`src/rtl/indicator_seq_ctrl.sv`:
```
// One-hot indicator sequencer with configurable step period, direction and one-shot/continuous mode.
// Optional macro INDSEQ_BOUNCE_EN makes continuous mode ping-pong between the end positions.
module indicator_seq_ctrl #(
    parameter int N     = 3,
    parameter int DIV_W = 8
) (
    input  logic             clk,
    input  logic             reset,
    input  logic             cfg_valid,
    output logic             cfg_ready,
    input  logic [DIV_W-1:0] cfg_period,
    input  logic             cfg_dir,
    input  logic             cfg_oneshot,
    input  logic             start,
    input  logic             stop,
    input  logic             pause,
    output logic [N-1:0]     indicators,
    output logic             busy,
    output logic             done
);

    typedef enum logic [1:0] {IDLE, RUN, HOLD, DONE} state_t;

    localparam logic [N-1:0] POS_LO = {{(N-1){1'b0}}, 1'b1};
    localparam logic [N-1:0] POS_HI = {1'b1, {(N-1){1'b0}}};

    state_t           state, state_nxt;
    logic [DIV_W-1:0] cnt, cnt_nxt;
    logic [DIV_W-1:0] period_q;
    logic             dir_q, oneshot_q;
    logic [N-1:0]     ind_nxt;
    logic             xfer, start_dir, cur_dir, at_last;

`ifdef INDSEQ_BOUNCE_EN
    // Running direction is separate from dir_q so bouncing never alters the stored configuration.
    logic run_dir, run_dir_nxt;
    assign cur_dir = run_dir;
`else
    assign cur_dir = dir_q;
`endif

    assign cfg_ready = (state == IDLE);
    assign busy      = (state == RUN) || (state == HOLD);
    assign done      = (state == DONE);
    assign xfer      = cfg_valid && cfg_ready;
    assign start_dir = xfer ? cfg_dir : dir_q;
    assign at_last   = cur_dir ? indicators[0] : indicators[N-1];

    always_comb begin
        state_nxt = state;
        cnt_nxt   = cnt;
        ind_nxt   = indicators;
`ifdef INDSEQ_BOUNCE_EN
        run_dir_nxt = run_dir;
`endif
        if (stop) begin
            state_nxt = IDLE;
            cnt_nxt   = '0;
            ind_nxt   = '0;
        end else begin
            case (state)
                IDLE: begin
                    if (start) begin
                        state_nxt = RUN;
                        cnt_nxt   = '0;
                        ind_nxt   = start_dir ? POS_HI : POS_LO;
`ifdef INDSEQ_BOUNCE_EN
                        run_dir_nxt = start_dir;
`endif
                    end
                end
                RUN, HOLD: begin
                    // Pause freezes the step in the same cycle it is seen; release resumes at once.
                    if (pause) begin
                        state_nxt = HOLD;
                    end else begin
                        state_nxt = RUN;
                        if (cnt == period_q) begin
                            cnt_nxt = '0;
                            if (!at_last) begin
                                ind_nxt = cur_dir ? (indicators >> 1) : (indicators << 1);
                            end else if (oneshot_q) begin
                                state_nxt = DONE;
                                ind_nxt   = '0;
                            end else begin
`ifdef INDSEQ_BOUNCE_EN
                                run_dir_nxt = ~cur_dir;
                                ind_nxt     = cur_dir ? (indicators << 1) : (indicators >> 1);
`else
                                ind_nxt = cur_dir ? POS_HI : POS_LO;
`endif
                            end
                        end else begin
                            cnt_nxt = cnt + 1'b1;
                        end
                    end
                end
                DONE: begin
                    state_nxt = IDLE;
                    ind_nxt   = '0;
                end
                default: begin
                    state_nxt = IDLE;
                    ind_nxt   = '0;
                end
            endcase
        end
    end

    always_ff @(posedge clk or posedge reset) begin
        if (reset) begin
            state      <= IDLE;
            cnt        <= '0;
            indicators <= '0;
            period_q   <= '0;
            dir_q      <= 1'b0;
            oneshot_q  <= 1'b0;
`ifdef INDSEQ_BOUNCE_EN
            run_dir    <= 1'b0;
`endif
        end else begin
            state      <= state_nxt;
            cnt        <= cnt_nxt;
            indicators <= ind_nxt;
            if (xfer) begin
                period_q  <= cfg_period;
                dir_q     <= cfg_dir;
                oneshot_q <= cfg_oneshot;
            end
`ifdef INDSEQ_BOUNCE_EN
            run_dir    <= run_dir_nxt;
`endif
        end
    end

endmodule

```
`config.mk`:
```
export PLATFORM = sky130hd
export DESIGN_NAME = indicator_seq_ctrl
export DESIGN_NICKNAME = d
export VERILOG_FILES = /design/src/rtl/indicator_seq_ctrl.sv
export SDC_FILE = /design/constraint.sdc
export NUM_CORES = 1
export LEC_CHECK = 0
export CAP_MARGIN = 20
export CORE_ASPECT_RATIO = 1.1
export CORE_MARGIN = 10
export CORE_UTILIZATION = 40
export CTS_CLUSTER_DIAMETER = 150
export DETAILED_ROUTE_END_ITERATION = 12
export GPL_ROUTABILITY_DRIVEN = 0
export SETUP_SLACK_MARGIN = 0.15
export SLEW_MARGIN = 25
export SYNTH_ARGS = -nofsm -noshare
export SYNTH_HDL_FRONTEND = slang
export SYNTH_SLANG_ARGS = --single-unit
export TNS_END_PERCENT = 50
```
`constraint.sdc`:
```
create_clock -name clk -period 2.4 [get_ports clk]
set_clock_uncertainty 0.15 [all_clocks]
set_input_delay 0.48 -clock clk [delete_from_list [all_inputs] [get_ports clk]]
set_output_delay 0.48 -clock clk [all_outputs]
set_load 0.01 [all_outputs]
```
==> results of run 1 <==
## critical path: stages (launching register included)
cell and delay, ps:
dfrtp_1 400, inv_1 100, ha_2 290, or2_2 300, a31oi_1 190, buf_4 210, nand2b_1 180, o311ai_0 140
## final timing paths
kind / from / end / cells after the start
worst min register to register: period_q[1]$_DFFE_PP0N_ / period_q[1]$_DFFE_PP0N_ / 1
max in group asynchronous: reset / period_q[1]$_DFFE_PP0N_ / 3
min in group clk: period_q[1]$_DFFE_PP0N_ / period_q[1]$_DFFE_PP0N_ / 1
worst min-delay path: reset / indicators[1]$_DFFE_PP0P_ / 3
worst max register to register: state[0]$_DFFE_PP0P_ / cnt[7]$_DFFE_PP0P_ / 7
worst max-delay path: state[0]$_DFFE_PP0P_ / cnt[7]$_DFFE_PP0P_ / 7
## power breakdown
group | switching [mW] | internal [mW] | total, mW
combinational | 0.159 | 0.180 | 0.339
clock | 0.113 | 0.0649 | 0.178
sequential | 0.0582 | 0.450 | 0.508
total | 0.330 | 0.695 | 1.03
## layout make-up
cell class / instances / area [sq um]
Fill cell: 288 / 1450
Multi-Input combinational cell: 95 / 659
Sequential cell: 23 / 576
Timing Repair Buffer: 29 / 272
Tap cell: 34 / 42.5
Clock buffer: 4 / 26.3
Inverter: 7 / 26.3
## sequential cells by signal, summed over array words and instances, names as in the netlist
register	count
period_q	8
indicators	3
oneshot_q	1
cur_dir	1
cnt	8
state	2
## routing by layer
| layer | share of wire (%) | wire (um) |
|---|---|---|
| met5 | 0 | 0 |
| met4 | 0.42 | 12 |
| met3 | 4.8 | 137 |
| met2 | 54 | 1550 |
| met1 | 41 | 1180 |
## cells in the mapped netlist
cell type | count | share of area, %
and2_2 | 1 | 0.59
a31oi_1 | 1 | 0.49
nand3_1 | 6 | 2.4
o21ai_0 | 9 | 3.6
dfrtp_1 | 23 | 45
nor4_1 | 2 | 0.99
clkbuf_1 | 1 | 0.30
o32ai_1 | 1 | 0.69
buf_2 | 1 | 0.39
ha_1 | 4 | 3.9
nor3b_1 | 1 | 0.59
nor2_1 | 4 | 1.2
a32o_1 | 2 | 1.6
nand4_1 | 2 | 0.99
o311ai_0 | 2 | 1.4
a21boi_0 | 2 | 1.2
a22o_1 | 2 | 1.4
nor2b_1 | 1 | 0.49
nor3_1 | 3 | 1.2
and4_1 | 1 | 0.69
mux2_2 | 10 | 8.9
a211oi_2 | 1 | 0.99
nand3b_1 | 1 | 0.59
or2_2 | 2 | 0.99
o21bai_1 | 1 | 0.59
o2bb2ai_1 | 1 | 0.69
a211o_2 | 1 | 0.79
nand2_1 | 15 | 4.4
or4_1 | 1 | 0.59
nand2b_1 | 4 | 2.0
a21oi_1 | 5 | 2.0
xor2_1 | 8 | 5.5
inv_1 | 7 | 2.1
and3_1 | 1 | 0.49
## cells by family after synthesis
| group | after synthesis | share of synthesized area (%) |
|---|---|---|
| and+or+nand+nor | 45 | 18.2 |
| AOI/OAI and AO/OA | 28 | 15.3 |
| DFF | 23 | 45.4 |
| muxes | 10 | 8.88 |
| buffers and inverters | 9 | 2.76 |
| xor gates and xnor gates | 8 | 5.53 |
| adders and majority gates | 4 | 3.95 |
## what timing repair did
item	CTS	global route
hold endpoints to repair	0	0
setup endpoints to repair	1	1
gates resized for setup	1	2
## per-stage QoR
step           power (mW)  setup WS, ps
2_1_floorplan       0.718           310
3_3_place_gp        0.849           257
3_5_place_dp        0.861           227
4_1_cts              1.04           164
5_1_grt              1.10           146
6_report             1.03           306
==> impl_table.tex, run 1 <==
\begin{tabular}{lr}
\hline
Metric & Value \\
\hline
\multicolumn{2}{l}{\textbf{Outcome}} \\
\quad Run status & complete, no violations \\
\multicolumn{2}{l}{\textbf{Cells and area}} \\
\quad Most common cell after layout, fill and taps aside & dfrtp\_1 \\
\quad Layout Utilization & 52.5\% \\
\quad Number of standard cells in the layout, taps in and fillers out & 192 \\
\quad Diode insertion count for antenna repair & 0 \\
\quad Commonest cells after routing, fill and taps aside & dfrtp\_1 (23), clkdlybuf4s50\_1 (19), nand2\_1 (15), mux2\_2 (10), o21ai\_0 (9) \\
\quad Synthesis-to-finish area growth & 26.4\% \\
\quad Share of cells above drive strength 1 & 17.1\% \\
\quad Layout net count & 179 \\
\quad Final cell area excluding filler cells & 1600 sq um \\
\multicolumn{2}{l}{\textbf{Routing}} \\
\quad Detailed router's first-iteration violation count & 63 \\
\quad Vias per Instance & 5.53 \\
\quad Total wire length & 2880 um \\
\quad Number of vias in the routed layout & 1061 \\
\quad Antenna Violating Nets Remaining & 0 \\
\quad DRT Pass-1 Iters & 4 \\
\quad Average detailed-routed wire length per instance & 15.0 um \\
\quad Drt drc & 0 \\
\multicolumn{2}{l}{\textbf{Timing}} \\
\quad Period minus WS final & 2090 ps \\
\quad Achievable frequency & 0.478 GHz \\
\quad Summed negative setup slack over all endpoints & 0 ps \\
\quad Hold\_ws & 346 ps \\
\quad Final period util & 87.2\% \\
\quad Slew at the pin closest to its max-slew limit & 394 ps \\
\quad Worst slew margin relative to its limit & 73.5\% \\
\quad Setup violations, final & 0 \\
\quad Count of final max-slew check failures & 0 \\
\quad Setup repair after global routing missed its margin & yes \\
\quad Number of failing hold endpoints at the final stage & 0 \\
\multicolumn{2}{l}{\textbf{Clock tree}} \\
\quad Clock buffers created by TritonCTS & 3 \\
\quad Clock tree buffer depth & 2 \\
\quad Number of buffers inserted for hold repair after clock tree synthesis & 0 \\
\quad Buffer cell driving the clock tree root & clkbuf\_4 \\
\quad Clock sink count & 23 \\
\quad Clock-pin slew on the worst setup and hold paths & 120 ps \\
\quad Clock latency on the worst-skew pair & 310 ps \\
\quad Depth of the CTS H-tree & 1 \\
\quad Setup Fix Bufs, Post-CTS & 0 \\
\quad CTS tree & built \\
\multicolumn{2}{l}{\textbf{Floorplan}} \\
\quad Height of the chip & 79.0 um \\
\quad Starting Density & 41.6\% \\
\quad Number of placement rows & 21 \\
\quad Boundary pin count & 22 \\
\quad Die Width & 73.7 um \\
\quad Die area & 5820 sq um \\
\quad Core box area & 3050 sq um \\
\multicolumn{2}{l}{\textbf{Placement}} \\
\quad Inst Count DP & 188 \\
\quad Cell Area, Placed & 1570 sq um \\
\quad Number of buffers inserted by port buffering & 21 \\
\quad Half-perimeter wire length after placement & 2290 um \\
\multicolumn{2}{l}{\textbf{Global route}} \\
\quad Maximum number of pins on one net before global-route repair & 24 \\
\quad GR met2 Demand/Resource & 17.9\% \\
\quad Met3 Usage GRT & 2.11\% \\
\quad Number of global-route vias before repair & 1093 \\
\quad Layer with the highest usage after global routing & met2 \\
\quad Gr ovfl total & 0 \\
\quad Number of antenna violations at the first check in global routing & 0 \\
\quad GRT Total Usage & 10.0\% \\
\quad First-pass GRT wire length & 4860 um \\
\quad Met1 Usage GRT & 11.5\% \\
\multicolumn{2}{l}{\textbf{Worst hold path}} \\
\quad Path category of the worst min-delay check & in -> async \\
\multicolumn{2}{l}{\textbf{Critical path}} \\
\quad Worst EP arrival & 2120 ps \\
\quad Data required, critical path & 2430 ps \\
\quad Critical setup path kind & reg -> reg \\
\quad Reg-to-reg setup timing slack & 310 ps \\
\quad Crit Path Max Fanout & 13 \\
\quad CP endpoint kind & register \\
\quad Startpoint kind of the worst setup timing path & register \\
\multicolumn{2}{l}{\textbf{Logic synthesis}} \\
\quad Part of the Yosys area used for sequential elements & 45.4\% \\
\quad Synthesis warning total & 0 \\
\quad Total of flip-flops plus latches after synthesis & 23 \\
\quad Mean cell area of the mapped netlist & 9.98 sq um \\
\quad Number of distinct standard cells referenced by the synthesized netlist & 34 \\
\quad Instance count of the mapped netlist & 127 \\
\quad Post-Synthesis Net Count & 147 \\
\quad Synthesized area & 1270 sq um \\
\multicolumn{2}{l}{\textbf{Flow run}} \\
\quad Max-capacitance violation count & 0 \\
\multicolumn{2}{l}{\textbf{Pwr}} \\
\quad Worst supply voltage drop on vdd & 0.393 mV \\
\quad Power density normalized to cell area & 640 nW/um\^{}2 \\
\quad Static power due to leakage & 0.699 nW \\
\hline
\end{tabular}
Power figures use the tool's default switching activity.
==> run 2, diff against run 1 <==
ABC_AREA = 1   (was unset)
==> impl_table.tex, run 2 <==
\begin{tabular}{lr}
\hline
Metric & Value \\
\hline
\multicolumn{2}{l}{\textbf{Outcome}} \\
\quad Run status & complete, no violations \\
\multicolumn{2}{l}{\textbf{Routing}} \\
\quad Total wire length & 3090 um \\
\quad Average detailed-routed wire length per instance & 11.7 um \\
\quad DRT Pass-1 Iters & 4 \\
\quad Number of vias in the routed layout & 1236 \\
\quad Drt drc & 0 \\
\quad Vias per Instance & 4.68 \\
\quad Antenna Violating Nets Remaining & 0 \\
\quad Detailed router's first-iteration violation count & 75 \\
\multicolumn{2}{l}{\textbf{Logic synthesis}} \\
\quad Synthesized area & 1420 sq um \\
\quad Synthesis warning total & 0 \\
\quad Mean cell area of the mapped netlist & 7.49 sq um \\
\quad Cell with the most instances after synthesis & nand2\_1 \\
\quad Part of the Yosys area used for sequential elements & 40.7\% \\
\quad Share of flip-flops with an asynchronous set or reset & 100\% \\
\quad Total of flip-flops plus latches after synthesis & 23 \\
\quad Post-Synthesis Net Count & 209 \\
\quad Commonest cells post-synth & nand2\_1 (53), inv\_1 (28), dfrtp\_1 (23), nor2\_1 (15), nand3\_1 (13) \\
\quad Post-synth EDFFs & 0 \\
\quad Number of distinct standard cells referenced by the synthesized netlist & 28 \\
\quad Cell taking the most area after synthesis & dfrtp\_1 \\
\quad Top-area cell type share of the netlist area & 40.7\% \\
\quad Leading register cell type out of synthesis & dfrtp\_1 \\
\quad Top cells by area in the synthesized netlist & dfrtp\_1 (41\%), nand2\_1 (14\%), inv\_1 (7.4\%) \\
\quad Instance count of the mapped netlist & 189 \\
\multicolumn{2}{l}{\textbf{Critical path}} \\
\quad Slowest-stage cell, CP & clkdlybuf4s50\_1 \\
\quad Crit Path Max Fanout & 2 \\
\quad Data required, critical path & 1770 ps \\
\quad Critical register-to-register path startpoint & state[1]\$\_DFFE\_PP0P\_ \\
\quad Longest individual stage delay on the worst path & 480 ps \\
\quad CP endpoint kind & output port \\
\quad Critical setup path kind & reg -> out \\
\quad Worst EP arrival & 1540 ps \\
\quad Launching element of the worst setup path & state[1]\$\_DFFE\_PP0P\_ \\
\quad Cell-by-cell listing of the critical path & buf\_4, ha\_1, clkdlybuf4s50\_1 \\
\quad Startpoint kind of the worst setup timing path & register \\
\multicolumn{2}{l}{\textbf{Timing}} \\
\quad Number of failing hold endpoints at the final stage & 0 \\
\quad Hold\_ws & 366 ps \\
\quad Period minus WS final & 2170 ps \\
\quad Slew at the pin closest to its max-slew limit & 306 ps \\
\quad Final period util & 90.2\% \\
\quad Count of final max-slew check failures & 0 \\
\quad Achievable frequency & 0.462 GHz \\
\quad Setup repair after global routing missed its margin & no \\
\quad Final worst-path setup slack & 235 ps \\
\quad Setup violations, final & 0 \\
\quad Worst slew margin relative to its limit & 79.6\% \\
\quad Summed negative setup slack over all endpoints & 0 ps \\
\multicolumn{2}{l}{\textbf{Worst hold path}} \\
\quad Path category of the worst min-delay check & in -> async \\
\multicolumn{2}{l}{\textbf{Global route}} \\
\quad Number of global-route vias before repair & 1247 \\
\quad First-pass GRT wire length & 5210 um \\
\quad GRT Total Usage & 9.94\% \\
\quad Number of antenna violations at the first check in global routing & 0 \\
\quad Maximum number of pins on one net before global-route repair & 24 \\
\quad Gr ovfl total & 0 \\
\multicolumn{2}{l}{\textbf{Clock tree}} \\
\quad Depth of the CTS H-tree & 1 \\
\quad Clock latency on the worst-skew pair & 300 ps \\
\quad Clock tree buffer depth & 2 \\
\quad CTS tree & built \\
\quad Clock sink count & 23 \\
\quad Buffer cell driving the clock tree root & clkbuf\_4 \\
\quad Clock buffers created by TritonCTS & 3 \\
\quad Clock-pin slew on the worst setup and hold paths & 120 ps \\
\multicolumn{2}{l}{\textbf{Cells and area}} \\
\quad Most common cell after layout, fill and taps aside & nand2\_1 \\
\quad Layout Utilization & 51.1\% \\
\quad Commonest cells after routing, fill and taps aside & nand2\_1 (53), inv\_1 (28), dfrtp\_1 (23), clkdlybuf4s50\_1 (19), nor2\_1 (15) \\
\quad Synthesis-to-finish area growth & 22.3\% \\
\quad Share of cells above drive strength 1 & 11.6\% \\
\quad Registers with the most flip-flops & cnt (8), period\_q (8), indicators (3) \\
\quad Layout net count & 237 \\
\quad Diode insertion count for antenna repair & 0 \\
\multicolumn{2}{l}{\textbf{Placement}} \\
\quad Number of buffers inserted by port buffering & 21 \\
\quad Half-perimeter wire length after placement & 2540 um \\
\quad Worst Setup Slack post-DPL & 233 ps \\
\multicolumn{2}{l}{\textbf{Floorplan}} \\
\quad Die area & 6320 sq um \\
\quad Core box area & 3390 sq um \\
\quad Boundary pin count & 22 \\
\quad Number of placement rows & 22 \\
\quad Height of the chip & 82.4 um \\
\quad Starting Density & 41.8\% \\
\quad Die Width & 76.7 um \\
\multicolumn{2}{l}{\textbf{Pwr}} \\
\quad Reg power frac & 48.8\% \\
\quad Internal cell power & 0.639 mW \\
\quad Power density normalized to cell area & 561 nW/um\^{}2 \\
\quad Reported net switching power & 0.331 mW \\
\quad Clock network power share & 18.0\% \\
\quad Worst supply voltage drop on vdd & 0.315 mV \\
\quad Combinational share of power & 33.2\% \\
\quad Static power due to leakage & 0.846 nW \\
\quad Final Power & 0.970 mW \\
\quad Fraction of power spent switching nets & 34.1\% \\
\multicolumn{2}{l}{\textbf{Flow run}} \\
\quad Max-capacitance violation count & 0 \\
\hline
\end{tabular}
## run 2: cell types whose count changed after synthesis, sizes merged, moves of 3 or more
cell,delta
nand3,+9
mux2,-7
o21ai,-5
xnor2,+3
nor2,+14
nand2,+44
xor2,-7
nand2b,-4
inv,+24
a21oi,+7
## run 2: worst max-delay path: cells and delay by family (launching register included)
family | cells | cell delay [ps]
flops | 1 | 420
fa+ha+maj | 1 | 190
buf+inv | 2 | 630
## run 2: layout make-up
cell class | instances | area, sq um
inverter | 31 | 116
tap | 48 | 60.1
fill | 348 | 1660
clock buffer | 4 | 26.3
timing repair buffer | 25 | 241
sequential | 23 | 576
multi-input combinational | 133 | 711
## run 2: path summary, 6_finish.rpt
check	to	slack [ps]	depth (start not counted)
worst max-delay path	done	230	3
worst min-delay path	cur_dir$_DFF_PP0_	370	3
worst max register to register	cnt[6]$_DFFE_PP0P_	490	10
worst min register to register	period_q[7]$_DFFE_PP0N_	390	2
max in group asynchronous	cnt[2]$_DFFE_PP0P_	1500	3
min in group clk	period_q[7]$_DFFE_PP0N_	390	2
## run 2: metrics by stage
stage / std cells / area (sq um)
final: 264 / 1730
after global routing: 264 / 1730
after CTS: 264 / 1730
after detailed placement: 259 / 1690
after global placement: 259 / 1690
after floorplan: 189 / 1420
## run 2: cells by family after synthesis
kind of cell / synth area share, %
adders and majority gates: 3.54
DFF: 40.7
AOI/OAI and AO/OA: 8.75
xor gates and xnor gates: 2.48
and+or+nand+nor: 32.9
buffers and inverters: 9.28
muxes: 2.39
## run 2: routing by layer
layer / track usage, % / wire (um)
met5: 0 / 0
met3: 2.70 / 104
met2: 19.0 / 1610
met1: 10.7 / 1360
met4: 2.79 / 19
## run 2: power groups by stage
stage / registers [mW] / logic (mW) / clock network, mW
6_report: 0.473 / 0.322 / 0.175
3_3_place_gp: 0.480 / 0.319 / 0
4_1_cts: 0.474 / 0.328 / 0.187
5_1_grt: 0.479 / 0.360 / 0.206
3_5_place_dp: 0.481 / 0.327 / 0
2_1_floorplan: 0.475 / 0.225 / 0
## run 2: repair_timing
item	in CTS	in global routing
gates resized for setup	2	1
buffers inserted	1	0
setup endpoints to repair	1	1
hold buffers	0	0
